--- src/rtl/ascon_ctrl_pkg.sv ---
// Shared constants for the ASCON-128 encryption sequencer: state codes,
// default round counts and key-injection positions.
package ascon_ctrl_pkg;

    localparam int PA_ROUNDS_DEF = 12;
    localparam int PB_ROUNDS_DEF = 6;
    localparam int CNT_W_DEF     = 4;

    localparam logic KEY_POS_INIT = 1'b0;
    localparam logic KEY_POS_FIN  = 1'b1;

    localparam int ST_W = 4;
    localparam logic [ST_W-1:0] S_IDLE       = 4'd0;
    localparam logic [ST_W-1:0] S_INIT_LOAD  = 4'd1;
    localparam logic [ST_W-1:0] S_INIT_PERM  = 4'd2;
    localparam logic [ST_W-1:0] S_INIT_KEY   = 4'd3;
    localparam logic [ST_W-1:0] S_AD_WAIT    = 4'd4;
    localparam logic [ST_W-1:0] S_AD_PERM    = 4'd5;
    localparam logic [ST_W-1:0] S_DOM_SEP    = 4'd6;
    localparam logic [ST_W-1:0] S_DATA_WAIT  = 4'd7;
    localparam logic [ST_W-1:0] S_DATA_PERM  = 4'd8;
    localparam logic [ST_W-1:0] S_FINAL_KEY  = 4'd9;
    localparam logic [ST_W-1:0] S_FINAL_PERM = 4'd10;
    localparam logic [ST_W-1:0] S_TAG        = 4'd11;

endpackage

--- src/rtl/ascon_ctrl_fsm_if.sv ---
// Block-input handshake between the AD/plaintext source (master) and the
// encryption sequencer (slave).
interface ascon_ctrl_fsm_if;
    logic ad_valid_i;
    logic ad_last_i;
    logic ad_ready_o;
    logic data_valid_i;
    logic data_last_i;
    logic data_ready_o;

    modport master (
        output ad_valid_i, ad_last_i, data_valid_i, data_last_i,
        input  ad_ready_o, data_ready_o
    );

    modport slave (
        input  ad_valid_i, ad_last_i, data_valid_i, data_last_i,
        output ad_ready_o, data_ready_o
    );
endinterface

--- src/rtl/ascon_round_cnt.sv ---
// Round-constant index: loadable, increments while enabled, holds at LAST.
// Latency: one cycle from load/inc to new value.
// Backpressure: none; the owning FSM decides when to load or advance.
module ascon_round_cnt #(
    parameter int CNT_W = 4,
    parameter int LAST  = 11
) (
    input  logic             clock_i,
    input  logic             resetb_i,
    input  logic             load,
    input  logic [CNT_W-1:0] load_val,
    input  logic             inc,
    output logic [CNT_W-1:0] cnt,
    output logic             last
);

    assign last = (cnt == CNT_W'(LAST));

    always_ff @(posedge clock_i or negedge resetb_i) begin
        if (!resetb_i) begin
            cnt <= '0;
        end else if (load) begin
            cnt <= load_val;
        end else if (inc && !last) begin
            cnt <= cnt + 1'b1;
        end
    end

endmodule

--- src/rtl/ascon_ctrl_fsm.sv ---
// ASCON-128 encryption sequencer: one permutation round per cycle, init to tag.
// Latency: 38 cycles start-to-done for one AD and one data block with no stalls.
// Backpressure: ready is Moore in the WAIT states; a low valid holds the state.
module ascon_ctrl_fsm
    import ascon_ctrl_pkg::*;
#(
    parameter int PA_ROUNDS = PA_ROUNDS_DEF,
    parameter int PB_ROUNDS = PB_ROUNDS_DEF,
    parameter int CNT_W     = CNT_W_DEF
) (
    input  logic                     clock_i,
    input  logic                     resetb_i,
    input  logic                     start_i,
    input  logic                     ad_empty_i,
    ascon_ctrl_fsm_if.slave          blk,
    output logic                     perm_en_o,
    output logic                     bypass_o,
    output logic [CNT_W-1:0]         round_o,
    output logic                     init_sel_o,
    output logic                     xor_ext_o,
    output logic                     xor_key_o,
    output logic                     key_pos_o,
    output logic                     xor_dom_o,
    output logic                     key_en_o,
    output logic                     cipher_en_o,
    output logic                     tag_en_o,
    output logic                     busy_o,
    output logic                     done_o
);

    localparam logic [CNT_W-1:0] ROUND_A0 = '0;
    localparam logic [CNT_W-1:0] ROUND_B0 = CNT_W'(PA_ROUNDS - PB_ROUNDS);

    logic [ST_W-1:0]  state, state_nxt;
    logic             ad_empty_q, ad_last_q;
    logic             cnt_load, cnt_inc, cnt_last, rnd_act;
    logic [CNT_W-1:0] cnt_val, cnt_load_val;
    logic             ad_rdy, data_rdy;

    ascon_round_cnt #(.CNT_W(CNT_W), .LAST(PA_ROUNDS - 1)) u_cnt (
        .clock_i  (clock_i),
        .resetb_i (resetb_i),
        .load     (cnt_load),
        .load_val (cnt_load_val),
        .inc      (cnt_inc),
        .cnt      (cnt_val),
        .last     (cnt_last)
    );

    always_comb begin
        state_nxt    = state;
        cnt_load     = 1'b0;
        cnt_load_val = ROUND_A0;
        cnt_inc      = 1'b0;
        rnd_act      = 1'b0;
        ad_rdy       = 1'b0;
        data_rdy     = 1'b0;
        perm_en_o    = 1'b0;
        bypass_o     = 1'b0;
        init_sel_o   = 1'b0;
        xor_ext_o    = 1'b0;
        xor_key_o    = 1'b0;
        key_pos_o    = KEY_POS_INIT;
        xor_dom_o    = 1'b0;
        key_en_o     = 1'b0;
        cipher_en_o  = 1'b0;
        tag_en_o     = 1'b0;
        done_o       = 1'b0;
        case (state)
            S_IDLE: if (start_i) state_nxt = S_INIT_LOAD;
            S_INIT_LOAD: begin
                init_sel_o = 1'b1;
                perm_en_o  = 1'b1;
                key_en_o   = 1'b1;
                bypass_o   = 1'b1;
                cnt_load   = 1'b1;
                state_nxt  = S_INIT_PERM;
            end
            S_INIT_PERM: begin
                perm_en_o = 1'b1;
                rnd_act   = 1'b1;
                cnt_inc   = 1'b1;
                if (cnt_last) state_nxt = S_INIT_KEY;
            end
            // Key XOR is a bypass pass of the state, so it needs the register enable to land.
            S_INIT_KEY: begin
                bypass_o  = 1'b1;
                xor_key_o = 1'b1;
                perm_en_o = 1'b1;
                key_pos_o = KEY_POS_INIT;
                state_nxt = ad_empty_q ? S_DOM_SEP : S_AD_WAIT;
            end
            S_AD_WAIT: begin
                ad_rdy = 1'b1;
                if (blk.ad_valid_i) begin
                    xor_ext_o    = 1'b1;
                    bypass_o     = 1'b1;
                    perm_en_o    = 1'b1;
                    cnt_load     = 1'b1;
                    cnt_load_val = ROUND_B0;
                    state_nxt    = S_AD_PERM;
                end
            end
            S_AD_PERM: begin
                perm_en_o = 1'b1;
                rnd_act   = 1'b1;
                cnt_inc   = 1'b1;
                if (cnt_last) state_nxt = ad_last_q ? S_DOM_SEP : S_AD_WAIT;
            end
            S_DOM_SEP: begin
                bypass_o  = 1'b1;
                xor_dom_o = 1'b1;
                perm_en_o = 1'b1;
                state_nxt = S_DATA_WAIT;
            end
            S_DATA_WAIT: begin
                data_rdy = 1'b1;
                if (blk.data_valid_i) begin
                    xor_ext_o   = 1'b1;
                    bypass_o    = 1'b1;
                    perm_en_o   = 1'b1;
                    cipher_en_o = 1'b1;
                    if (blk.data_last_i) begin
                        state_nxt = S_FINAL_KEY;
                    end else begin
                        cnt_load     = 1'b1;
                        cnt_load_val = ROUND_B0;
                        state_nxt    = S_DATA_PERM;
                    end
                end
            end
            S_DATA_PERM: begin
                perm_en_o = 1'b1;
                rnd_act   = 1'b1;
                cnt_inc   = 1'b1;
                if (cnt_last) state_nxt = S_DATA_WAIT;
            end
            S_FINAL_KEY: begin
                bypass_o  = 1'b1;
                xor_key_o = 1'b1;
                perm_en_o = 1'b1;
                key_pos_o = KEY_POS_FIN;
                cnt_load  = 1'b1;
                state_nxt = S_FINAL_PERM;
            end
            S_FINAL_PERM: begin
                perm_en_o = 1'b1;
                rnd_act   = 1'b1;
                cnt_inc   = 1'b1;
                if (cnt_last) state_nxt = S_TAG;
            end
            S_TAG: begin
                tag_en_o  = 1'b1;
                done_o    = 1'b1;
                state_nxt = S_IDLE;
            end
            default: state_nxt = S_IDLE;
        endcase
    end

    // Round index is only meaningful while a round is applied; keep it quiet otherwise.
    assign round_o          = rnd_act ? cnt_val : '0;
    assign busy_o           = (state != S_IDLE);
    assign blk.ad_ready_o   = ad_rdy;
    assign blk.data_ready_o = data_rdy;

    always_ff @(posedge clock_i or negedge resetb_i) begin
        if (!resetb_i) begin
            state      <= S_IDLE;
            ad_empty_q <= 1'b0;
            ad_last_q  <= 1'b0;
        end else begin
            state <= state_nxt;
            if (state == S_IDLE && start_i) ad_empty_q <= ad_empty_i;
            if (state == S_AD_WAIT && blk.ad_valid_i) ad_last_q <= blk.ad_last_i;
        end
    end

endmodule

--- src/flat_wrapper.sv ---
// flat-port wrapper written by rule: the top's interface ports become plain ports
module ascon_ctrl_fsm_flat import ascon_ctrl_pkg::*;
#(
    parameter int PA_ROUNDS = PA_ROUNDS_DEF,
    parameter int PB_ROUNDS = PB_ROUNDS_DEF,
    parameter int CNT_W     = CNT_W_DEF
)
  (clock_i, resetb_i, start_i, ad_empty_i, perm_en_o, bypass_o, round_o, init_sel_o, xor_ext_o, xor_key_o, key_pos_o, xor_dom_o, key_en_o, cipher_en_o, tag_en_o, busy_o, done_o, blk_ad_valid_i, blk_ad_last_i, blk_data_valid_i, blk_data_last_i, blk_ad_ready_o, blk_data_ready_o);
  ascon_ctrl_fsm_if blk_i ();
  input  logic clock_i;
  input  logic resetb_i;
  input  logic start_i;
  input  logic ad_empty_i;
  output logic perm_en_o;
  output logic bypass_o;
  output logic [CNT_W-1:0] round_o;
  output logic init_sel_o;
  output logic xor_ext_o;
  output logic xor_key_o;
  output logic key_pos_o;
  output logic xor_dom_o;
  output logic key_en_o;
  output logic cipher_en_o;
  output logic tag_en_o;
  output logic busy_o;
  output logic done_o;
  input wire logic [$bits(blk_i.ad_valid_i)-1:0] blk_ad_valid_i;
  input wire logic [$bits(blk_i.ad_last_i)-1:0] blk_ad_last_i;
  input wire logic [$bits(blk_i.data_valid_i)-1:0] blk_data_valid_i;
  input wire logic [$bits(blk_i.data_last_i)-1:0] blk_data_last_i;
  output wire logic [$bits(blk_i.ad_ready_o)-1:0] blk_ad_ready_o;
  output wire logic [$bits(blk_i.data_ready_o)-1:0] blk_data_ready_o;
  assign blk_i.ad_valid_i = blk_ad_valid_i;
  assign blk_i.ad_last_i = blk_ad_last_i;
  assign blk_i.data_valid_i = blk_data_valid_i;
  assign blk_i.data_last_i = blk_data_last_i;
  assign blk_ad_ready_o = blk_i.ad_ready_o;
  assign blk_data_ready_o = blk_i.data_ready_o;
  ascon_ctrl_fsm #(.PA_ROUNDS(PA_ROUNDS), .PB_ROUNDS(PB_ROUNDS), .CNT_W(CNT_W)) u_core (.clock_i(clock_i), .resetb_i(resetb_i), .start_i(start_i), .ad_empty_i(ad_empty_i), .blk(blk_i), .perm_en_o(perm_en_o), .bypass_o(bypass_o), .round_o(round_o), .init_sel_o(init_sel_o), .xor_ext_o(xor_ext_o), .xor_key_o(xor_key_o), .key_pos_o(key_pos_o), .xor_dom_o(xor_dom_o), .key_en_o(key_en_o), .cipher_en_o(cipher_en_o), .tag_en_o(tag_en_o), .busy_o(busy_o), .done_o(done_o));
endmodule
--- config.mk ---
export PLATFORM = sky130hd
export DESIGN_NAME = ascon_ctrl_fsm_flat
export DESIGN_NICKNAME = d
export VERILOG_FILES = /design/src/rtl/ascon_ctrl_pkg.sv /design/src/rtl/ascon_ctrl_fsm_if.sv /design/src/rtl/ascon_round_cnt.sv /design/src/rtl/ascon_ctrl_fsm.sv /design/src/flat_wrapper.sv
export SDC_FILE = /design/constraint.sdc
export NUM_CORES = 1
export LEC_CHECK = 0
export ABC_AREA = 1
export BUFFER_PORTS_ARGS = -buffer_cell sky130_fd_sc_hd__buf_2
export CAP_MARGIN = 10
export CORE_MARGIN = 3
export CORE_UTILIZATION = 45
export DETAILED_ROUTE_END_ITERATION = 7
export PLACE_DENSITY = 0.81
export SLEW_MARGIN = 40
export SYNTH_ARGS = -nofsm -noshare
export SYNTH_HDL_FRONTEND = slang
export SYNTH_SLANG_ARGS = --single-unit
--- constraint.sdc ---
create_clock -name clock_i -period 1.3 [get_ports clock_i]
set_clock_uncertainty 0.2 [all_clocks]
set_input_delay 0.195 -clock clock_i [delete_from_list [all_inputs] [get_ports clock_i]]
set_output_delay 0.195 -clock clock_i [all_outputs]
set_load 0.005 [all_outputs]
==> results of run 1 <==
==> Yosys cell counts <==
cell type	n	area, um2
a21oi_1	2	10.0
a21oi_2	1	8.76
buf_4	3	22.5
buf_6	1	11.3
dfrtp_1	10	250
ha_1	1	12.5
inv_1	21	78.8
inv_2	4	15.0
nand2_1	42	158
nand2_2	8	50.1
nand2_4	1	11.3
nand3_1	17	85.1
nand3_2	1	10.0
nand4_1	2	12.5
nor2_1	14	52.6
nor2_2	4	25.0
nor2_4	2	22.5
nor3_1	2	10.0
o211ai_1	1	7.51
o21ai_0	3	15.0
xor2_1	2	17.5
==> cell families after synthesis <==
group | count (synthesis)
DFF | 10
and+or+nand+nor | 93
xor gates and xnor gates | 2
adders and majority gates | 1
buffers and inverters | 29
AOI/OAI and AO/OA | 7
==> stage by stage <==
stage,util,std cells,cell area [um2],setup WS [ns],hold WS [ns]
detailed placement,0.680,211,1210,-0.334,-0.120
floorplan,-,142,921,-0.129,-0.301
global placement,0.680,211,1210,-0.334,-0.130
CTS,0.900,234,1610,-0.553,0.0270
==> timing repair <==
action / 4_1_cts
hold buffers: 4
pin swaps: 26
buffers inserted: 21
gates resized for setup: 62
setup endpoints to repair: 28
endpoints found under the hold margin: 12
==> flow_summary.ini, run 1 <==
[synth]
ys_seq_area_frac = 0.282
syn_inst = 142
syn_nets = 151
synth-simple-area-share = 0.493
synth_top_family_by_area = simple AND/OR/NAND/NOR gates
syn_avg_cell_area_um2 = 6.24
synth_compound_area_frac = 0.0466
ys_warn_count = 0
netlist_area_um2 = 886
synth_fa_ha_area_frac = 0.0141
synthMuxAreaShare = 0
ys_types = 21
ys_ff_latch = 10
synthXorXnorAreaFrac = 0.0198

[placement]
place_hpwl_um = 2030
port_buffers = 25
routabilityCongestion = 0.882

[floorplanning]
ioPinCount = 26
fp.dieW_um = 50.4
rows = 15
initial_core_util = 0.497
dieHeight_um = 50.4

[global_route]
grt_max_degree = 11

[clock_network]
clock_sinks = 10
cts-buffers-inserted = 3
cts_buffer_depth = 2
htreeDepth = 1
clock-root-buffer = clkbuf_4

[timing]
grt-worst-endpoint = perm_en_o
endpoint_type = primary output

[outcome]
tool.error = [ERROR DPL-0038] Utilization greater than 100%, impossible to legalize
status = aborted with a tool error
last-stage-reached = 5_1_grt
==> inputs of run 2 (changes only) <==
--- a/config.mk
+++ b/config.mk
@@ -8,10 +8,10 @@
 export ABC_AREA = 1
 export BUFFER_PORTS_ARGS = -buffer_cell sky130_fd_sc_hd__buf_2
 export CAP_MARGIN = 10
-export CORE_MARGIN = 3
-export CORE_UTILIZATION = 45
+export CORE_AREA = 3 3 64 66
 export DETAILED_ROUTE_END_ITERATION = 7
-export PLACE_DENSITY = 0.81
+export DIE_AREA = 0 0 67 69
+export PLACE_DENSITY_LB_ADDON = 0.15
 export SLEW_MARGIN = 40
 export SYNTH_ARGS = -nofsm -noshare
 export SYNTH_HDL_FRONTEND = slang
==> constraint.sdc (replaced) <==
create_clock -name clock_i -period 1.7 [get_ports clock_i]
set_clock_uncertainty 0.2 [all_clocks]
set_input_delay 0.255 -clock clock_i [delete_from_list [all_inputs] [get_ports clock_i]]
set_output_delay 0.255 -clock clock_i [all_outputs]
set_load 0.005 [all_outputs]
==> flow_summary.ini, run 2 <==
[synth]
ys_ff_latch = 10
yosys.area.top_type_share = 0.282
ys_types = 21
syn_avg_cell_area_um2 = 6.24
synth_area_leaders = dfrtp_1 (28%), nand2_1 (18%), nand3_1 (9.6%)
ys_warn_count = 0
synth_most_common_cell = nand2_1
synth_edf_count = 0
ys_async_sr_fraction = 1.00
synthFlopType = dfrtp_1
syn_nets = 151
ys_seq_area_frac = 0.282
syn_inst = 142
yosysTopAreaCell = dfrtp_1
netlist_area_um2 = 886
synth_common_cells = nand2_1 (42), inv_1 (21), nand3_1 (17)

[placement]
port_buffers = 25
place_hpwl_um = 2200
dp.cells = 224
routabilityCongestion = 0.836
dp_slack_ns = 0.00970

[routing]
wirelength_um = 2950
viasPerCell = 4.41
num_vias = 1054
post_drt_wl_per_cell_um = 12.3
drcViolationCount = 0
drtIter0Drc = 26
ant_nets = 0
dr.pass1.iters = 4

[layout]
fin_nets = 201
area_growth_pct = 63.1
fin_util = 0.398
fillers = 386
layout_commonest_cell = nand2_1
final_cell_mix = nand2_1 (33), buf_2 (21), nand3_1 (15), buf_4 (15), nand2_2 (14)
stdcell_count = 239
drive_above_1_share = 0.545
n_antenna_cell = 0
reg_top3 = u_core.state (4), u_core.u_cnt.cnt (4)

[timing]
fin_ws_ns = -0.152
fin_crit_ns = 1.85
slew_viol_final = 0
rsz0062_at_grt = true
fin_crit_sh = 1.09
max_slew.worst_pin.slew_ns = 0.297
clock.fmax_mhz = 540
hold_slack_ns = 0.0523
setup_viol = 17
finalHoldViolCount = 0
relSlewSlack = 0.802

[clock_network]
cts-buffers-inserted = 3
clk_latency_ns = 0.24
cts_buffer_depth = 2
htreeDepth = 1
clock-root-buffer = clkbuf_8
cts.clk_slew.worst_paths_ns = 0.06
clock_sinks = 10
cts_tree = yes

[pwr]
power_leakage_uw = 0.000803
irDropWorstVdd_mv = 0.584
power_uw = 2960
powerDensity_nw_per_um2 = 2050

[global_route]
gr-max-usage-layer = met2
grt_max_degree = 11
grt_overflow = 0
grtUsageMet2 = 0.228
grt_pass1_vias = 1026
antenna_found_initial = 0
grt_usage = 0.135
met1_usage = 0.169
grt_pass1_wl_um = 4770
use_met3 = 0.0228

[critical_path]
r2r_slack_ns = 0.06
cpPeakStageDelay_ns = 0.46
critPathSlowestCell = dfrtp_2
worstPathArrival_ns = 1.40
crit_top_cell = nand2_2
crit_required_ns = 1.24
cp_max_fo = 6
worstSetupStartpointType = flip-flop
path_delay_family = flip-flops
crit_path_end_kind = primary output
path_buf_inv = 3
critPathKind = flip-flop to primary output
crit_chain = buf_4, nor2_2, nand2_2, nand2_2, inv_4, nor2_1, buf_2

[floorplanning]
dieArea_um2 = 4620
rows = 22
dieHeight_um = 69
fp.dieW_um = 67
core_area_um2 = 3630
ioPinCount = 26
initial_core_util = 0.244

[outcome]
violations = setup timing
status = complete, but fails checks

[job]
cap_violations = 0

[min_path]
hp-class = primary input to flip-flop
-- run 2: metal layers --
layer,share of wire,wire (um),up-vias
li1,-,-,538
met1,0.44,1280,484
met2,0.50,1480,25
met3,0.042,124,7
met4,0.020,60,0
met5,0,0,-
-- run 2: kinds of logic (layout without fill, tap and decap cells) --
kind of cell,after synthesis,after routing,synth area share
compound gates,7,7,0.0466
xor+xnor,2,2,0.0198
fa+ha+maj,1,1,0.0141
buf+inv,29,78,0.144
flops,10,10,0.282
simple gates,93,93,0.493
-- run 2: what timing repair did --
action | CTS | global route
hold buffers | 1 | 0
hold endpoints to repair | 10 | 0
endpoints found under the setup margin | 17 | 22
resized for setup | 30 | 27
pin swaps | 7 | 10
setup buffers | 9 | 2
-- run 2: power by group --
group	internal (uW)	total, uW	switching, uW	leakage [uW]
logic	962	2120	1160	0.000652
clock network	205	323	118	0.0000288
registers	364	519	154	0.000122
-- run 2: worst reg2reg max path: cells and delay by family (launching register included) --
kind            cells  cell delay, ns
buf+inv             3            0.34
compound gates      1            0.18
simple gates        5            0.38
flops               1            0.42
-- run 2: layout make-up --
cell class / instances / area [um2] / share of cell area
Clock buffer: 4 / 55.1 / 0.0381
Tap cell: 48 / 60.1 / 0.0416
Multi-Input combinational cell: 103 / 611 / 0.423
Timing Repair Buffer: 49 / 363 / 0.251
Inverter: 25 / 101 / 0.0701
Sequential cell: 10 / 255 / 0.177
-- run 2: worst paths after layout --
check	startpoint	endpoint	cells after the start
setup / recovery	u_core.state[2]	round_o[1]	7
setup reg to reg	u_core.state[0]	u_core.state[1]	9
min in group asynchronous	resetb_i	u_core.ad_empty_q	2
hold reg to reg	u_core.ad_last_q	u_core.ad_last_q	2
max in group asynchronous	resetb_i	u_core.state[2]	2
hold / removal	blk_ad_last_i	u_core.ad_last_q	3
-- run 2: per-stage QoR --
stage	area (um2)	TNS, ns
after CTS	1340	-1.39
after global routing	1450	-2.65
after detailed placement	1130	0
after floorplan	886	0
after global placement	1130	0
final	1450	-1.55
No activity file was read; power rests on OpenSTA's default activity.
